[src/rtl/uart_fifo_pkg.sv]
// Shared types and constants for the UART TX FIFO scheduler.
// State codes are fixed so they can be matched against waveforms and other tools.
package uart_fifo_pkg;

  localparam int unsigned DATA_W = 8;

  localparam logic [2:0] IDLE  = 3'd0;
  localparam logic [2:0] POP   = 3'd1;
  localparam logic [2:0] START = 3'd2;
  localparam logic [2:0] WAIT  = 3'd3;
  localparam logic [2:0] GAP   = 3'd4;

  typedef enum logic [2:0] {
    ST_IDLE  = IDLE,
    ST_POP   = POP,
    ST_START = START,
    ST_WAIT  = WAIT,
    ST_GAP   = GAP
  } state_t;

endpackage

[src/rtl/sync_2ff.sv]
// Two-flop synchroniser for the remote clear-to-send line.
// Compiled only when UART_TX_SCHED_CTS_EN is defined.
`ifdef UART_TX_SCHED_CTS_EN
module sync_2ff #(
  parameter logic RST_VAL = 1'b0
) (
  input  logic clk,
  input  logic rst,
  input  logic d,
  output logic q
);

  logic meta;

  always_ff @(posedge clk or negedge rst) begin
    if (!rst) begin
      meta <= RST_VAL;
      q    <= RST_VAL;
    end else begin
      meta <= d;
      q    <= meta;
    end
  end

endmodule
`endif

[src/rtl/uart_tx_fifo_sched.sv]
// Drains a byte FIFO into a UART transmitter with inter-byte gap, watchdog and sent counter.
// Optional clear-to-send gating is enabled with UART_TX_SCHED_CTS_EN.
module uart_tx_fifo_sched
  import uart_fifo_pkg::*;
#(
  parameter int unsigned GAP_CYCLES     = 0,
  parameter int unsigned TIMEOUT_CYCLES = 200000,
  parameter int unsigned CNT_W          = 16
) (
`ifdef UART_TX_SCHED_CTS_EN
  input  logic              cts_n,
`endif
  input  logic              clk,
  input  logic              rst,
  input  logic              en,
  input  logic              fifo_empty,
  input  logic [DATA_W-1:0] fifo_data,
  output logic              fifo_pop,
  output logic [DATA_W-1:0] tx_data,
  output logic              tx_start,
  input  logic              tx_done,
  output logic              busy,
  output logic [CNT_W-1:0]  sent_cnt,
  output logic              timeout_err,
  input  logic              clr_err
);

  localparam int unsigned WD_W     = $clog2(TIMEOUT_CYCLES);
  localparam int unsigned GAP_W    = (GAP_CYCLES > 1) ? $clog2(GAP_CYCLES) : 1;
  localparam int unsigned GAP_LAST = (GAP_CYCLES > 0) ? GAP_CYCLES - 1 : 0;
  localparam bit          HAS_GAP  = (GAP_CYCLES > 0);

  localparam logic [WD_W-1:0]  WD_END  = WD_W'(TIMEOUT_CYCLES - 1);
  localparam logic [GAP_W-1:0] GAP_END = GAP_W'(GAP_LAST);

  state_t             state;
  logic [WD_W-1:0]    wd_cnt;
  logic [GAP_W-1:0]   gap_cnt;
  logic               cts_ok;

`ifdef UART_TX_SCHED_CTS_EN
  logic cts_sync;

  // Idle-high reset keeps the link blocked until the remote end asserts CTS.
  sync_2ff #(
    .RST_VAL(1'b1)
  ) u_cts_sync (
    .clk (clk),
    .rst (rst),
    .d   (cts_n),
    .q   (cts_sync)
  );

  assign cts_ok = ~cts_sync;
`else
  assign cts_ok = 1'b1;
`endif

  // Byte scheduler; every output is a register updated alongside the state.
  always_ff @(posedge clk or negedge rst) begin
    if (!rst) begin
      state       <= ST_IDLE;
      tx_data     <= '0;
      sent_cnt    <= '0;
      timeout_err <= 1'b0;
      fifo_pop    <= 1'b0;
      tx_start    <= 1'b0;
      busy        <= 1'b0;
      wd_cnt      <= '0;
      gap_cnt     <= '0;
    end else begin
      fifo_pop <= 1'b0;
      tx_start <= 1'b0;
      // A timeout later in this block overrides a simultaneous clear.
      if (clr_err) begin
        timeout_err <= 1'b0;
      end

      unique case (state)
        ST_IDLE: begin
          if (en && !fifo_empty && cts_ok) begin
            tx_data  <= fifo_data;
            fifo_pop <= 1'b1;
            busy     <= 1'b1;
            state    <= ST_POP;
          end
        end

        ST_POP: begin
          tx_start <= 1'b1;
          state    <= ST_START;
        end

        ST_START: begin
          wd_cnt <= '0;
          state  <= ST_WAIT;
        end

        ST_WAIT: begin
          if (tx_done) begin
            sent_cnt <= sent_cnt + CNT_W'(1);
            gap_cnt  <= '0;
            if (HAS_GAP) begin
              state <= ST_GAP;
            end else begin
              busy  <= 1'b0;
              state <= ST_IDLE;
            end
          end else if (wd_cnt == WD_END) begin
            timeout_err <= 1'b1;
            busy        <= 1'b0;
            state       <= ST_IDLE;
          end else begin
            wd_cnt <= wd_cnt + WD_W'(1);
          end
        end

        ST_GAP: begin
          if (gap_cnt == GAP_END) begin
            busy  <= 1'b0;
            state <= ST_IDLE;
          end else begin
            gap_cnt <= gap_cnt + GAP_W'(1);
          end
        end

        default: begin
          busy  <= 1'b0;
          state <= ST_IDLE;
        end
      endcase
    end
  end

endmodule

[config.mk]
export PLATFORM = sky130hd
export DESIGN_NAME = uart_tx_fifo_sched
export DESIGN_NICKNAME = d
export VERILOG_FILES = /design/src/rtl/uart_fifo_pkg.sv /design/src/rtl/sync_2ff.sv /design/src/rtl/uart_tx_fifo_sched.sv
export SDC_FILE = /design/constraint.sdc
export NUM_CORES = 1
export LEC_CHECK = 0
export BUFFER_PORTS_ARGS = -buffer_cell sky130_fd_sc_hd__buf_4
export CAP_MARGIN = 30
export CORE_ASPECT_RATIO = 1.5
export CORE_MARGIN = 10
export CORE_UTILIZATION = 40
export DETAILED_ROUTE_END_ITERATION = 8
export SYNTH_ARGS = -nofsm -noshare
export SYNTH_HDL_FRONTEND = slang
export SYNTH_SLANG_ARGS = --single-unit
[constraint.sdc]
create_clock -name clk -period 4.4 [get_ports clk]
set_input_delay 0.44 -clock clk [delete_from_list [all_inputs] [get_ports clk]]
set_output_delay 0.44 -clock clk [all_outputs]
set_load 0.02 [all_outputs]
After elaboration in Yosys (flattened, before gate mapping)
Index checks and enable logic that the tools add are counted.
{"block": "word_totals", "out_inout_bits": 28, "ff_bits": 50, "elab_cells": 59}
{"block": "classes", "muxes": 23, "bitwise_logic": 1, "n_addsub": 3, "reduce_logical": 12, "n_eq_ne": 11}
{"op": "$mux 18", "n": 2}
{"op": "$pmux 18 s2", "n": 1}
{"op": "$add 18x1->18 const B", "n": 1}
{"op": "$eq 18x18->1 const B", "n": 1}
{"op": "$add 16x1->16 const B", "n": 1}
{"op": "$pmux 3 s5", "n": 1}
{"op": "$mux 1", "n": 13}
{"op": "$mux 3", "n": 4}
{"op": "$ne 2x2->1 const B", "n": 5}
{"op": "$eq 3x2->1 const B", "n": 2}
{"op": "$reduce_and 2->1", "n": 3}
{"op": "$reduce_and 3->1", "n": 2}
{"op": "$pmux 1 s4", "n": 1}
{"op": "$reduce_and 4->1", "n": 1}
{"op": "$reduce_bool 2->1", "n": 2}
{"op": "$eq 3x1->1 const B", "n": 1}
{"op": "$eq 3x3->1 const B", "n": 1}
{"op": "$logic_not 3->1", "n": 1}
{"op": "$ne 3x3->1 const B", "n": 1}
{"op": "$pmux 1 s2", "n": 1}
{"op": "$reduce_or 2->1", "n": 1}
{"op": "$add 1x1->1 const B", "n": 1}
{"op": "$logic_and 1x1->1", "n": 1}
{"op": "$logic_not 1->1", "n": 1}
{"op": "$not 1->1", "n": 1}

Longest topological paths before layout
Gate-level depths: netlist of run 1.
{"block": "logic_depth", "depth_word": 4, "mapped_depth": 7, "depth_no_buf": 6}

Worst setup path after synthesis of run 1
OpenSTA, ideal clock, no wires.
{"block": "synth_timing", "kind": "register -> register", "startpoint": "reg wd_cnt[14]", "endpoint": "reg busy", "stages_incl_launch_ff": 6, "setup_ns": 0.126, "setup_slack_ns": 2.021, "arrival_time_ns": 2.253, "cell_sequence": "dfrtp_1 -> or4b_1 -> or4_4 -> o41a_4 -> buf_6 -> o32a_1"}
{"block": "synth_via", "elab_chain_len": 3}
{"element": "start, declared", "line_no": "uart_tx_fifo_sched.sv:37", "rtl": "logic [WD_W-1:0] wd_cnt;"}
{"element": "start signal, assigned", "line_no": "uart_tx_fifo_sched.sv:114", "rtl": "wd_cnt <= wd_cnt + WD_W'(1);"}
{"element": "$eq 18x18->1", "line_no": "uart_tx_fifo_sched.sv:109", "rtl": "end else if (wd_cnt == WD_END) begin"}
{"element": "$ne 3x3->1 (no source line)"}
{"element": "$reduce_and 4->1 (no source line)"}
{"element": "end signal, assigned", "line_no": "uart_tx_fifo_sched.sv:106", "rtl": "busy <= 1'b0;"}
{"element": "end signal, assigned", "line_no": "uart_tx_fifo_sched.sv:111", "rtl": "busy <= 1'b0;"}
{"element": "end signal, assigned", "line_no": "uart_tx_fifo_sched.sv:120", "rtl": "busy <= 1'b0;"}
{"element": "end, declared", "line_no": "uart_tx_fifo_sched.sv:22", "rtl": "output logic busy,"}
No other way between the ends.
A chain may end at the register's enable or synchronous reset.

Worst setup path after layout of run 1
{"block": "layout_timing", "startpoint": "reg wd_cnt[14]", "endpoint": "reg wd_cnt[13]"}
{"block": "layout_via", "elab_chain_len": 3}
{"element": "$eq 18x18->1", "line_no": "uart_tx_fifo_sched.sv:109"}
{"element": "$ne 2x2->1 (no source line)"}
{"element": "$reduce_and 3->1 (no source line)"}
No other way between the ends.

==> impl_metrics.tcl, run 1 <==
set metrics [dict create \
    synth_seq_area_share_pct 51.6 \
    rows 34 \
    ys_seq_elements 48 \
    worst_pin_slew_ns 0.869 \
    syn_nets 244 \
    drive_gt1_share_pct 23.5 \
    clk_latency_ns 0.30 \
    critPathArrivalTime_ns 3.09 \
    r2r-end "wd_cnt[13]" \
    drtAntennaViolNets 0 \
    r2r.worst_path.cells 5 \
    rsz0062_at_grt "false" \
    antenna_found_initial 0 \
    hpwl_mm 3.69 \
    crit_fanout 16 \
    sequentialPowerShare_pct 41.7 \
    yosys_warnings 0 \
    cap_violations 0 \
    cts_htree_levels 2 \
    fin_area_mm2 0.00282 \
    critPathRequiredTime_ns 4.62 \
    r2r-start "wd_cnt[14]" \
    post_cts_buffers 0 \
    dp.cells 332 \
    fillers 578 \
    die_h_um 113 \
    initial_core_util_pct 40.5 \
    grt.overflow.total 0 \
    synth-edff-count 0 \
    drt-total-wl_mm 5.06 \
    p_comb_share_pct 33.3 \
    async_flop_share_pct 100 \
    swShare_pct 34.6 \
    vias 1766 \
    wire_per_inst_um 14.9 \
    core_area_mm2 0.00574 \
    hold_class "primary input to async pin" \
    syn_area_mm2 0.00233 \
    dr.pass1.iters 5 \
    fin_cells 340 \
    reg2reg_slack_ns 1.53 \
    synth_top_family_by_area "simple AND/OR/NAND/NOR gates" \
    grt_pass1_vias 1674 \
    synth_ff_type "dfrtp_1" \
    p_int_mw 0.917 \
    end_kind "flip-flop" \
    clk_pin_slew_ns 0.09 \
    fin_util_pct 49.1 \
    io_pins 42 \
    avgSynthCellArea_um2 10.4 \
    syn_to_final_growth_pct 21.2 \
    viasPerCell 5.19 \
    gp_congestion 0.761 \
    clk_path_buf_depth 2 \
    hold_viol_final 0 \
    cts_tree "done" \
    power_mw 1.40 \
    synth-simple-area-share_pct 21.1 \
    p_leak_nw 1.32 \
    synth_top_area_cell "dfrtp_1" \
    path_class "flip-flop to flip-flop" \
    synth_cells 223 \
    insertedDiodeCount 0 \
    port_buffers 41 \
    clkPwrFrac_pct 25.0 \
    cp-start-kind "flip-flop" \
    die_area_mm2 0.00933 \
    peakVddDrop_mv 0.286 \
    synth_fa_ha_area_share_pct 3.76 \
    drcViolationCount 0 \
    power.density_mw_per_mm2 497 \
    min_period_ns 2.87 \
    setup_viol 0 \
    slew_headroom_pct 41.9 \
    synth_compound_area_share_pct 11.6 \
    fmax_mhz 349 \
    fin_nets 288 \
    track_usage_pct 11.1 \
    numCtsBuffers 5 \
    synth_top_area_share_pct 51.6 \
    synth_xor_area_share_pct 5.65 \
    synth.area.mux_share_pct 3.71 \
    synth.area.top_cells "dfrtp_1 (52%), nand2_1 (8.7%), xnor2_1 (4.9%)" \
    drv_slew 0 \
    fin_tns_setup_ns 0 \
    cts-root-buf "clkbuf_8" \
    hold_buffers 0 \
    cts.sinks 48 \
    first_iter_violations 75 \
    synth_cell_types 46 \
    layout_common_cells "nand2_1 (54), dfrtp_1 (48), buf_4 (41)" \
    grt_pass1_wl_mm 8.25 \
    fp.dieW_um 82.3 \
    status "finished clean" \
    switching_power_mw 0.486 \
    skew_ns 0.00749 \
    dpl-instance-area_mm2 0.00270 \
    period_share_pct 65.2 \
    cts_resized 0 \
    grt_max_degree 49 \
    final_common_cell "nand2_1" \
]
==> layout make-up <==
| cell class | instances | area (um^2) | share of cell area, % |
|---|---|---|---|
| Multi-Input combinational cell | 163 | 1070 | 37.8 |
| Tap cell | 72 | 90.1 | 3.19 |
| Clock buffer | 7 | 96.3 | 3.41 |
| Sequential cell | 48 | 1200 | 42.6 |
| Clock inverter | 1 | 30.0 | 1.06 |
| Inverter | 8 | 30.0 | 1.06 |
| Timing Repair Buffer | 41 | 308 | 10.9 |
==> cells by family (layout without fill, tap and decap cells) <==
kind of cell	count (synthesis)	after routing
buffers and inverters	12	57
AOI/OAI and AO/OA	31	31
xor gates and xnor gates	15	15
and+or+nand+nor	102	102
DFF	48	48
adders and majority gates	7	7
muxes	8	8
==> registers in the layout, indices dropped and copies added, names as in the netlist <==
register / cells
tx_start: 1
wd_cnt: 18
timeout_err: 1
busy: 1
state: 2
fifo_pop: 1
sent_cnt: 16
tx_data: 8
==> power groups by stage <==
| stage | Clock [mW] | Combinational, mW | Sequential (mW) |
|---|---|---|---|
| 6_report | 0.351 | 0.467 | 0.585 |
| 5_1_grt | 0.379 | 0.517 | 0.600 |
| 4_1_cts | 0.364 | 0.476 | 0.587 |
| 3_5_place_dp | 0 | 0.475 | 0.596 |
| 3_3_place_gp | 0 | 0.470 | 0.593 |
| 2_1_floorplan | 0 | 0.229 | 0.660 |
==> metal layers <==
layer / global-route usage [%] / wire length (um) / vias up
met2: 19.8 / 2700 / 31
met5: 0 / 0 / -
li1: - / - / 878
met4: 4.10 / 85 / 0
met3: 2.05 / 223 / 7
met1: 12.5 / 2050 / 850
==> through the flow <==
stage                     setup WS, ns  hold WS [ns]
after floorplan                   2.02         0.144
after global placement            1.61         0.460
after detailed placement          1.55         0.464
after CTS                         1.54         0.168
after global routing              1.41         0.196
final                             1.53         0.139
==> synthesized netlist by cell type (2+ instances only) <==
master and count:
nand2_1 54, dfrtp_1 48, xnor2_1 13, nand3_1 10, nand4_1 8, nor2_1 8
ha_1 7, inv_1 7, a31oi_1 6, mux2i_1 6, o21ai_0 5, a41oi_1 4
and3_1 3, o311ai_0 3, o41ai_1 3, a41o_2 2, buf_6 2, clkbuf_1 2
nand2b_1 2, nor2b_1 2, or2_2 2, xor2_1 2
==> how the worst max path moves through the flow <==
| stage | start | endpoint | slack (ns) | cells after the start |
|---|---|---|---|---|
| floorplan | wd_cnt[14] | busy | 2.02 | 5 |
| global placement | wd_cnt[14] | state[1] | 1.61 | 5 |
| detailed placement | wd_cnt[14] | state[1] | 1.55 | 5 |
| CTS | wd_cnt[14] | state[1] | 1.54 | 5 |
| global route | wd_cnt[14] | wd_cnt[12] | 1.41 | 5 |
| finish | wd_cnt[14] | wd_cnt[13] | 1.53 | 5 |
==> critical path, cell delays in order, from the launching register on <==
cell      delay, ns
dfrtp_1        0.43
or4b_1         0.56
or4_4          0.59
o41ai_4        0.72
nand2b_2       0.25
o21ai_0        0.24
Note: power is estimated with default switching activity, not from simulation.
==> run 2: changes to the inputs <==
- clock period: 4.4 -> 3 ns (I/O delays scaled with it)
==> impl_metrics.tcl, run 2 (synthesized netlist as in run 1, its figures left out) <==
set metrics [dict create \
    status "finished, violations left" \
    violations "negative hold slack" \
    numCtsBuffers 5 \
    die_h_um 113 \
    multi_input_area_mm2 0.00107 \
    port_buffers 41 \
    crit_cells 6 \
    top_register "wd_cnt" \
    grt_max_degree 49 \
    insertedDiodeCount 0 \
    track_usage_pct 11.3 \
    switching_power_mw 0.707 \
    p_leak_nw 1.33 \
    critPathMaxStageDelay_ns 0.58 \
    setup_viol 0 \
    path_class "flip-flop to flip-flop" \
    grt.overflow.total 0 \
    first_iter_violations 109 \
    swShare_pct 35.2 \
    min_period_ns 2.62 \
    wire_per_inst_um 14.7 \
    slew_headroom_pct 57.8 \
    skew_ns 0.0102 \
    whs_ns -0.00714 \
    power.density_mw_per_mm2 712 \
    cp-start-kind "flip-flop" \
    cp_slowest_cell "or4_4" \
    p_int_mw 1.30 \
    cts-root-buf "clkbuf_8" \
    drtAntennaViolNets 0 \
    rows 34 \
    clk_pin_slew_ns 0.09 \
    peakVddDrop_mv 0.409 \
    grt_pass1_wl_mm 8.31 \
    sequentialPowerShare_pct 42.8 \
    grt_pass1_vias 1707 \
    fin_nets 291 \
    worst_pin_slew_ns 0.631 \
    reg2reg_slack_ns 0.38 \
    drv_slew 0 \
    end_kind "flip-flop" \
    syn_to_final_growth_pct 21.4 \
    io_pins 42 \
    period_share_pct 87.2 \
    fp.dieW_um 82.3 \
    layout_common_cells "nand2_1 (54), dfrtp_1 (48), buf_4 (44)" \
    critPathArrivalTime_ns 2.81 \
    vias 1805 \
    clk_latency_ns 0.30 \
    reg_top3 "wd_cnt x18, sent_cnt x16, tx_data x8" \
    hold_viol_final 7 \
    die_area_mm2 0.00933 \
    largest_reg_flops 18 \
    cap_violations 0 \
    crit_family "simple AND/OR/NAND/NOR gates" \
    clkPwrFrac_pct 23.1 \
    r2r.worst_path.cells 6 \
    hold_class "primary input to async pin" \
    fmax_mhz 382 \
    critical_path.startpoint "wd_cnt[14]" \
    core_area_mm2 0.00574 \
    post_cts_buffers 0 \
    r2r-start "wd_cnt[14]" \
    drcViolationCount 0 \
    cts_htree_levels 2 \
    rsz0062_at_grt "false" \
    drt-total-wl_mm 5.03 \
    power_mw 2.01 \
    fillers 555 \
    cts.sinks 48 \
    drive_gt1_share_pct 24.0 \
    cts_tree "done" \
    gp_congestion 0.803 \
    p_comb_share_pct 34.1 \
    clk_path_buf_depth 2 \
    viasPerCell 5.26 \
    cts_resized 0 \
    r2r-end "wd_cnt[5]" \
    path_buf_inv 1 \
    dr.pass1.iters 4 \
    crit_fanout 10 \
    hpwl_mm 3.72 \
    hold_buffers 0 \
    endpoint "wd_cnt[5]" \
    final_common_cell "nand2_1" \
    antenna_found_initial 0 \
    cp_cell_sequence "or4b_1 > or4_4 > o41ai_4 > buf_4 > o311ai_0 > o41ai_1" \
    register_area_mm2 0.00120 \
    critPathRequiredTime_ns 3.20 \
    initial_core_util_pct 40.5 \
    fin_tns_setup_ns 0 \
]
-- run 2: changes by cell type in the layout (fill, tap and decap cells not counted) --
| cell | change |
|---|---|
| clkbuf_1 | +1 |
| clkbuf_8 | -2 |
| buf_4 | +3 |
| clkinv_2 | +1 |
-- run 2: worst reg2reg max path: stages (launching register included) --
cell and delay [ns]:
dfrtp_1 0.42, or4b_1 0.55, or4_4 0.58, o41ai_4 0.47, buf_4 0.26, o311ai_0 0.14
o41ai_1 0.09
-- run 2: how the worst min path moves through the flow --
stage                     cells after the start  slack, ns  start     endpoint
final                                         1     -0.007    rst  sent_cnt[5]
after global routing                          1       0.05    rst  sent_cnt[4]
after CTS                                     1       0.02    rst     fifo_pop
after detailed placement                      1       0.36    rst  sent_cnt[4]
after global placement                        1       0.37    rst  sent_cnt[4]
after floorplan                               0      0.004    rst         busy
-- run 2: cell type report --
| type | instances | area share, % |
|---|---|---|
| Clock buffer | 6 | 2.57 |
| Clock inverter | 2 | 1.24 |
| Inverter | 8 | 1.06 |
| Multi-Input combinational cell | 163 | 37.7 |
| Sequential cell | 48 | 42.5 |
| Tap cell | 72 | 3.19 |
| Timing Repair Buffer | 44 | 11.7 |
-- run 2: stage by stage --
| step | std cells | hold WS [ns] | setup slack, ns | util, % | cell area, um^2 |
|---|---|---|---|---|---|
| floorplan | 223 | 0.00441 | 0.621 | - | 2330 |
| global placement | 335 | 0.367 | 0.447 | 47.3 | 2720 |
| detailed placement | 335 | 0.362 | 0.404 | 47.3 | 2720 |
| CTS | 343 | 0.0238 | 0.374 | 49.2 | 2830 |
| global route | 343 | 0.0477 | 0.257 | 49.2 | 2830 |
| finish | 343 | -0.00714 | 0.384 | 49.2 | 2830 |
-- run 2: power by group through the flow --
| stage | clock network [mW] | logic [mW] | registers, mW |
|---|---|---|---|
| after floorplan | 0 | 0.336 | 0.968 |
| after global placement | 0 | 0.697 | 0.871 |
| after detailed placement | 0 | 0.705 | 0.872 |
| after CTS | 0.479 | 0.702 | 0.863 |
| after global routing | 0.506 | 0.760 | 0.883 |
| final | 0.464 | 0.687 | 0.861 |
-- run 2: layer usage --
metal	up-vias	track usage, %	wire length (um)
li1	882	-	-
met1	870	13.6	2010
met4	0	5.47	130
met3	9	2.28	261
met2	44	18.4	2630
met5	-	0	0
